**src/rtl/pwm_fade_pkg.sv**
```systemverilog
// rtl/pwm_fade_pkg.sv - shared types and default widths for the PWM fade controller
package pwm_fade_pkg;

    localparam int CNT_W_DEF  = 8;
    localparam int STEP_W_DEF = 4;

    typedef enum logic [1:0] {
        IDLE      = 2'd0,
        RAMP_UP   = 2'd1,
        RAMP_DOWN = 2'd2
    } fade_state_t;

endpackage

```
**src/rtl/pwm_core.sv**
```systemverilog
// rtl/pwm_core.sv - free-running PWM counter, period tick and duty compare
module pwm_core
    import pwm_fade_pkg::*;
#(
    parameter int CNT_W = CNT_W_DEF
) (
    input  logic             clk_in,
    input  logic             rst_in,
    input  logic [CNT_W-1:0] duty,
    output logic             period_tick,
    output logic             PWM_out
);

    logic [CNT_W-1:0] cnt;

    always_ff @(posedge clk_in) begin
        if (rst_in) begin
            cnt <= '0;
        end else begin
            cnt <= cnt + CNT_W'(1);
        end
    end

    // Both outputs decode registered state only, so they are glitch-free per cycle.
    assign period_tick = (cnt == {CNT_W{1'b1}});
    assign PWM_out     = (cnt < duty);

endmodule

```
**src/rtl/pwm_fade_ctrl.sv**
```systemverilog
// rtl/pwm_fade_ctrl.sv - brightness request handshake and period-aligned duty ramping
module pwm_fade_ctrl
    import pwm_fade_pkg::*;
#(
    parameter int CNT_W  = CNT_W_DEF,
    parameter int STEP_W = STEP_W_DEF
) (
    input  logic              clk_in,
    input  logic              rst_in,
    input  logic              req_valid,
    output logic              req_ready,
    input  logic [CNT_W-1:0]  req_level,
    input  logic [STEP_W-1:0] req_step,
    output logic              PWM_out,
    output logic [CNT_W-1:0]  duty_cur,
    output logic              busy,
    output logic              period_tick
);

    localparam logic [CNT_W-1:0] DUTY_MAX = {CNT_W{1'b1}};

    fade_state_t      state;
    logic [CNT_W-1:0] target;
    logic [CNT_W-1:0] step;

    logic             accept;
    logic [CNT_W:0]   up_sum;
    logic             up_done;
    logic [CNT_W-1:0] down_gap;
    logic             down_done;

    assign busy      = (state != IDLE);
    assign req_ready = (state == IDLE) && !rst_in;
    assign accept    = req_valid && req_ready;

    // One extra bit on the sum so a large step near full scale saturates instead of wrapping.
    assign up_sum    = {1'b0, duty_cur} + {1'b0, step};
    assign up_done   = (up_sum >= {1'b0, target});
    // Only consulted in RAMP_DOWN, where duty_cur > target, so the gap never underflows.
    assign down_gap  = duty_cur - target;
    assign down_done = (down_gap <= step);

    always_ff @(posedge clk_in) begin
        if (rst_in) begin
            state    <= IDLE;
            duty_cur <= '0;
            target   <= '0;
            step     <= '0;
        end else begin
            case (state)
                IDLE: begin
                    if (accept) begin
                        target <= req_level;
                        step   <= (req_step == '0) ? DUTY_MAX : CNT_W'(req_step);
                        if (req_level > duty_cur) begin
                            state <= RAMP_UP;
                        end else if (req_level < duty_cur) begin
                            state <= RAMP_DOWN;
                        end
                    end
                end
                RAMP_UP: begin
                    if (period_tick) begin
                        if (up_done) begin
                            duty_cur <= target;
                            state    <= IDLE;
                        end else begin
                            duty_cur <= up_sum[CNT_W-1:0];
                        end
                    end
                end
                RAMP_DOWN: begin
                    if (period_tick) begin
                        if (down_done) begin
                            duty_cur <= target;
                            state    <= IDLE;
                        end else begin
                            duty_cur <= duty_cur - step;
                        end
                    end
                end
                default: begin
                    state <= IDLE;
                end
            endcase
        end
    end

    pwm_core #(
        .CNT_W (CNT_W)
    ) u_pwm_core (
        .clk_in      (clk_in),
        .rst_in      (rst_in),
        .duty        (duty_cur),
        .period_tick (period_tick),
        .PWM_out     (PWM_out)
    );

endmodule

```
**config.mk**
```make
export PLATFORM = sky130hd
export DESIGN_NAME = pwm_fade_ctrl
export DESIGN_NICKNAME = d
export VERILOG_FILES = /design/src/rtl/pwm_fade_pkg.sv /design/src/rtl/pwm_core.sv /design/src/rtl/pwm_fade_ctrl.sv
export SDC_FILE = /design/constraint.sdc
export NUM_CORES = 1
export LEC_CHECK = 0
export ABC_AREA = 1
export ABC_CLOCK_PERIOD_IN_PS = 4600
export BUFFER_PORTS_ARGS = -buffer_cell sky130_fd_sc_hd__buf_2
export CAP_MARGIN = 20
export CORE_MARGIN = 2
export CORE_UTILIZATION = 55
export DETAILED_ROUTE_END_ITERATION = 6
export HOLD_SLACK_MARGIN = 0.03
export PLACE_DENSITY = 0.81
export REMOVE_ABC_BUFFERS = 1
export SYNTH_ARGS = -nofsm -noshare
export SYNTH_HDL_FRONTEND = slang
export SYNTH_SLANG_ARGS = --single-unit
```
**constraint.sdc**
```tcl
create_clock -name clk_in -period 4.6 [get_ports clk_in]
set_clock_uncertainty 0.2 [all_clocks]
set_input_delay 0.92 -clock clk_in [delete_from_list [all_inputs] [get_ports clk_in]]
set_output_delay 0.92 -clock clk_in [all_outputs]
set_load 0.01 [all_outputs]
```
# Word level (Yosys, flattened, before mapping)
# Cells that the tools add are included.
op_classes:
  add_sub_neg: 4
  n_mul: 0
  n_div: 0
  magnitude_cmp: 5
  n_eq_ne: 9
  shifts: 0
  mux: 14
  bitwise_logic: 0
  n_reduce_logical: 10
op_table:
  columns: ["cell", "count"]
  rows:
  - ["8-bit two-way mux", 5]
  - ["8-bit less-than comparator", 2]
  - ["8-bit one-hot mux with 2 select lines", 1]
  - ["8-bit subtractor", 2]
  - ["2-bit two-way mux", 7]
  - ["2-bit inequality test, second input constant", 5]
  - ["8-bit by 8-bit adder with 9-bit output", 1]
  - ["9-bit by 8-bit greater-or-equal comparator with 1-bit output", 1]
  - ["8-bit by 1-bit adder with 8-bit output, second input constant", 1]
  - ["8-bit == test, second input constant", 1]
  - ["8-bit > comparator", 1]
  - ["8-bit <= comparator", 1]
  - ["2-bit one-hot mux with 3 select lines", 1]
  - ["6-bit AND reduction", 1]
  - ["4-bit logical NOT", 1]
  - ["2-bit nonzero test", 2]
  - ["3-bit by 1-bit inequality test with 1-bit output, second input constant", 1]
  - ["3-bit AND reduction", 1]
  - ["2-bit by 1-bit == test with 1-bit output, second input constant", 1]
  - ["2-bit == test, second input constant", 1]
  - ["1-bit logical AND", 2]
  - ["2-bit logical NOT", 1]
  - ["2-bit AND reduction", 1]
  - ["1-bit logical NOT", 1]
totals:
  ff_bits: 34
  latch_bits: 0
  ram_bits: 0
  romBits: 0
  out_inout_bits: 12
  wordCells: 47
  mem_count: 0

# Depth between registers and ports, before layout
depth:
  word_depth: 5
  mapped_depth: 23

# Cells and area by module
# A second synthesis with hierarchy kept.
hier_totals:
  hier_cells: 518
  hier_area_um2: 3335.7
by_module_without_submodules:
  columns: ["mod", "instances", "cells_each", "area_per_inst_um2", "seq_area_each_um2"]
  rows:
  - ["pwm_fade_ctrl", 1, 443, 2831.5, 460.4]
  - ["pwm_core", 1, 75, 504.2, 160.2]

# Least setup slack after synthesis
# OpenSTA, ideal clock, no wires.
synth_timing:
  path_type: "flip-flop to flip-flop"
  start: "register duty_cur[1]"
  end: "register duty_cur[6]"
  setup_time_ps: 109
  arrival_ps: 2862
  required_time_ps: 4291
  path_slack_ps: 1429
  path_stages_with_launch: 20
  period_less_slack_ps: 3171
  cell_sequence: "dfxtp_1 > inv_1 > fa_1 > o21ai_0 > nand2_1 > nand2_1 > a21oi_1 > xnor2_1 > ha_1 > nand2_1 > nor2_1 > nand2_1 > nand2_2 > nand2_1 > nand3_1 > nand2_1 > nor2_1 > nand3_1 > nand2_1 > inv_1"
synth_between:
  elab_chain_cells: 5
  elab_cells_between_ends: 10
synth_lines:
  columns: ["element", "line", "text"]
  rows:
  - ["start, declared", "pwm_fade_ctrl.sv:15", "output logic [CNT_W-1:0] duty_cur,"]
  - ["start signal, assigned", "pwm_fade_ctrl.sv:65", "duty_cur <= target;"]
  - ["start signal, assigned", "pwm_fade_ctrl.sv:68", "duty_cur <= up_sum[CNT_W-1:0];"]
  - ["start signal, assigned", "pwm_fade_ctrl.sv:75", "duty_cur <= target;"]
  - ["8-bit by 8-bit adder with 9-bit output or 8-bit subtractor (tied branches)", "pwm_fade_ctrl.sv:37, pwm_fade_ctrl.sv:40", null]
  - ["9-bit by 8-bit greater-or-equal comparator with 1-bit output or 8-bit <= comparator (tied branches)", "pwm_fade_ctrl.sv:38, pwm_fade_ctrl.sv:41", null]
  - ["8-bit two-way mux (on tied branches)", "pwm_fade_ctrl.sv:64, pwm_fade_ctrl.sv:74", null]
  - ["8-bit two-way mux (on tied branches)", "pwm_fade_ctrl.sv:63, pwm_fade_ctrl.sv:73", null]
  - ["8-bit one-hot mux with 2 select lines (*)", "pwm_fade_ctrl.sv:50", "case (state)"]
# Every way passes the cells marked *; elsewhere a longest branch is shown, timed or not. The select of a mux whose other input is x is not followed.
# A chain may end at the register's enable or synchronous reset.

# Final worst setup path
layout_timing:
  start: "register duty_cur[1]"
  end: "register duty_cur[7]"
# Same word-level chain as after synthesis.

==> run summary <==
### GRT
* overall track demand over capacity in global routing: 27.9%
* first-pass GRT wire length: 14100 um
* via count of the first global-routing pass: 3026
* initial antenna violation count: 0
* maximum number of pins on one net before global-route repair: 24
* remaining global-route overflow: 0

### Hold path
* class of the tightest hold or removal check: reg2reg
* startpoint of the lowest-slack hold path: u_pwm_core.cnt[0]

### Detailed routing
* final routed wire length divided by cell count: 14.4 um
* vias per cell: 5.49
* via total after detailed routing: 3296
* DR iter-0 viols: 276
* number of routed nets with antenna violations: 0
* DRC errors left: 0
* wirelength, routed: 8650 um
* drt pass-1 iters: 5

### Worst setup path
* Critical Setup Path Class: reg2reg
* slowest library cell on the worst path: dfxtp_1
* CP cell instances: inv_1 -> fa_1 -> o21ai_0 -> nand2_1 -> nand2_1 -> a21oi_1 -> xnor2_1 -> ha_1 -> nand2_1 -> nor2_1 -> nand4_2 -> nand2_1 -> nand2_1 -> nand2_1 -> nor2_1 -> nor2_1 -> a21oi_1
* critical path capture point type: register
* Crit path arrival time: 3.66 ns
* critical path's largest stage delay: 0.49 ns
* category of the worst setup path launch point: register
* Worst Path Max Fanout: 10
* critical path data required time: 4.58 ns
* setup slack of the worst register-to-register path: 0.92 ns
* beginning of the critical path: duty_cur[1]
* most frequent CP cell: nand2_1
* origin of the critical flop-to-flop path: duty_cur[1]

### Place
* number of placed cells counting well taps: 592
* GPL Wtd Cong: 0.974
* Detail Placement HPWL: 6740 um
* Port Buffers: 26

### Yosys
* per-instance average area after synthesis: 6.55 um2
* number of distinct library cell variants in the gate-level netlist after synthesis: 37
* cells taking the most area after synthesis: ha_1, dfxtp_1, nand2_1
* sequential element share of the synthesized area: 18.8%
* Post-synth EDFFs: 0
* post-synthesis instance area: 3290 um2
* instance count of the mapped netlist: 503
* commonest register cell after synthesis: dfxtp_1
* number of warning messages in the yosys log: 0
* proportion of netlist area held by the largest area contributor: 20.5%
* share of async-settable or async-resettable flops after synthesis: 0%
* biggest area consumer among synthesized cells: ha_1
* number of storage elements in the synthesis netlist: 31

### Clocking
* clock tree root driver cell: clkbuf_8
* number of clock sinks: 31
* Clock transition at path regs: 0.07 ns
* post-cts resize count: 0
* buffer count from post-CTS setup fixing: 0
* Longest Clk Path Bufs: 2
* total number of H-tree levels: 2
* latest clock arrival within the worst-skew pair: 0.29 ns
* TritonCTS clock tree: yes
* clock buffers created by TritonCTS: 5
* CTS hold repair buffers: 0

### STA
* shortest period the worst path allows: 3.68 ns
* Max Transition Viols Final: 0
* Final Setup Violations: 0
* highest achievable clock rate: 272 MHz
* worst hold slack: 0.263 ns
* Max-Slew Margin vs Limit: 60.3%
* transition time of the tightest slew-check pin: 0.594 ns
* final hold violation count: 0
* share of the cycle needed by the critical path after routing: 80.0%
* final total negative setup slack: 0 ns
* RSZ-0062 raised after global routing: false

### Die
* IO Pins: 27
* std cell rows: 28
* initial core utilization: 56.3%
* die area: 6630 um2
* die width: 81.4 um
* vertical extent of the die: 81.4 um
* standard cell core area: 5850 um2

### Layout
* leading cell types in the layout, fill and taps excluded: nand2_1, inv_1, ha_1, nor2_1, a21oi_1
* core utilization of the finished layout: 60.4%
* fillers: 581
* most common cell after layout, fill and taps aside: nand2_1
* Syn-to-layout area delta: 7.29%
* diodes inserted: 0
* Post-Layout Cell Count: 600
* number of nets in the layout: 596
* proportion of layout cells with a drive suffix above 1: 9.71%

### Outcome
* outcome: finished clean

### Power
* Pwr Density: 427 nW/um2
* worst vdd ir: 0.000252 V
* Leak Pwr: 1.96 nW

### Job
* number of maximum-capacitance violations: 0

-- per-stage QoR --
stage                     area [um2]  worst slack, ns  total power [mW]
after floorplan                 3230             1.43              1.07
after global placement          3450             1.16              1.26
after detailed placement        3450            0.998              1.28
after CTS                       3530            0.973              1.50
after global routing            3530            0.660              1.66
final                           3530            0.920              1.51
-- layer usage --
layer	up-vias	GRT usage, %	wire [um]
met3	22	4.00	524
met2	104	46.4	4020
met4	0	9.66	249
met1	1489	36.7	3850
li1	1681	-	-
met5	-	0	0
-- final timing paths --
path / to / cells after the start
min: u_pwm_core.cnt[0] / 1
max reg2reg: duty_cur[7] / 17
max: duty_cur[7] / 17
min reg2reg: u_pwm_core.cnt[0] / 1
-- synthesized netlist by cell type, types with 2 or more instances --
cell      number
xor2_1         6
nor3_1         3
inv_1         81
clkbuf_1       5
fa_1           3
nor2_2         2
a21oi_1       41
inv_2          4
nor2_1        45
ha_1          54
xnor2_1        7
buf_4          2
nand2_2        6
buf_2          4
nand4_1       16
nand2_1      106
a21o_1         2
nand3_1       39
o21ai_0       29
dfxtp_1       31
-- cell type report --
| class | instances | area [um2] | area share (%) |
|---|---|---|---|
| clock inverters | 1 | 5.00 | 0.142 |
| inverters | 85 | 319 | 9.03 |
| multi-input cells | 375 | 2290 | 64.8 |
| repair buffers | 26 | 130 | 3.68 |
| flip-flops and latches | 31 | 621 | 17.6 |
| well taps | 75 | 93.8 | 2.65 |
| clock buffers | 7 | 76.3 | 2.16 |
-- cells by family after synthesis --
group / after synthesis / synth area share [%]
flops: 31 / 18.8
xor+xnor: 13 / 3.46
fa+ha+maj: 57 / 22.3
simple gates: 225 / 30.4
compound gates: 80 / 13.3
buf+inv: 97 / 11.7
-- flip-flops by register name, indices dropped and copies added, names as in the netlist --
| register | count |
|---|---|
| state | 2 |
| duty_cur | 8 |
| step | 5 |
| target | 8 |
| u_pwm_core.cnt | 8 |
-- power breakdown --
| part | switching [mW] | internal (mW) | total, mW |
|---|---|---|---|
| sequential | 0.0296 | 0.302 | 0.332 |
| combinational | 0.617 | 0.348 | 0.966 |
| clock | 0.105 | 0.106 | 0.211 |
-- worst max-delay path: cells and delay by family, from the launching register on --
kind	cells	cell delay (ns)
compound gates	3	0.49
xor+xnor	1	0.15
fa+ha+maj	2	0.76
buf+inv	1	0.19
flops	1	0.49
simple gates	10	1.31
Power figures use the tool's default switching activity.
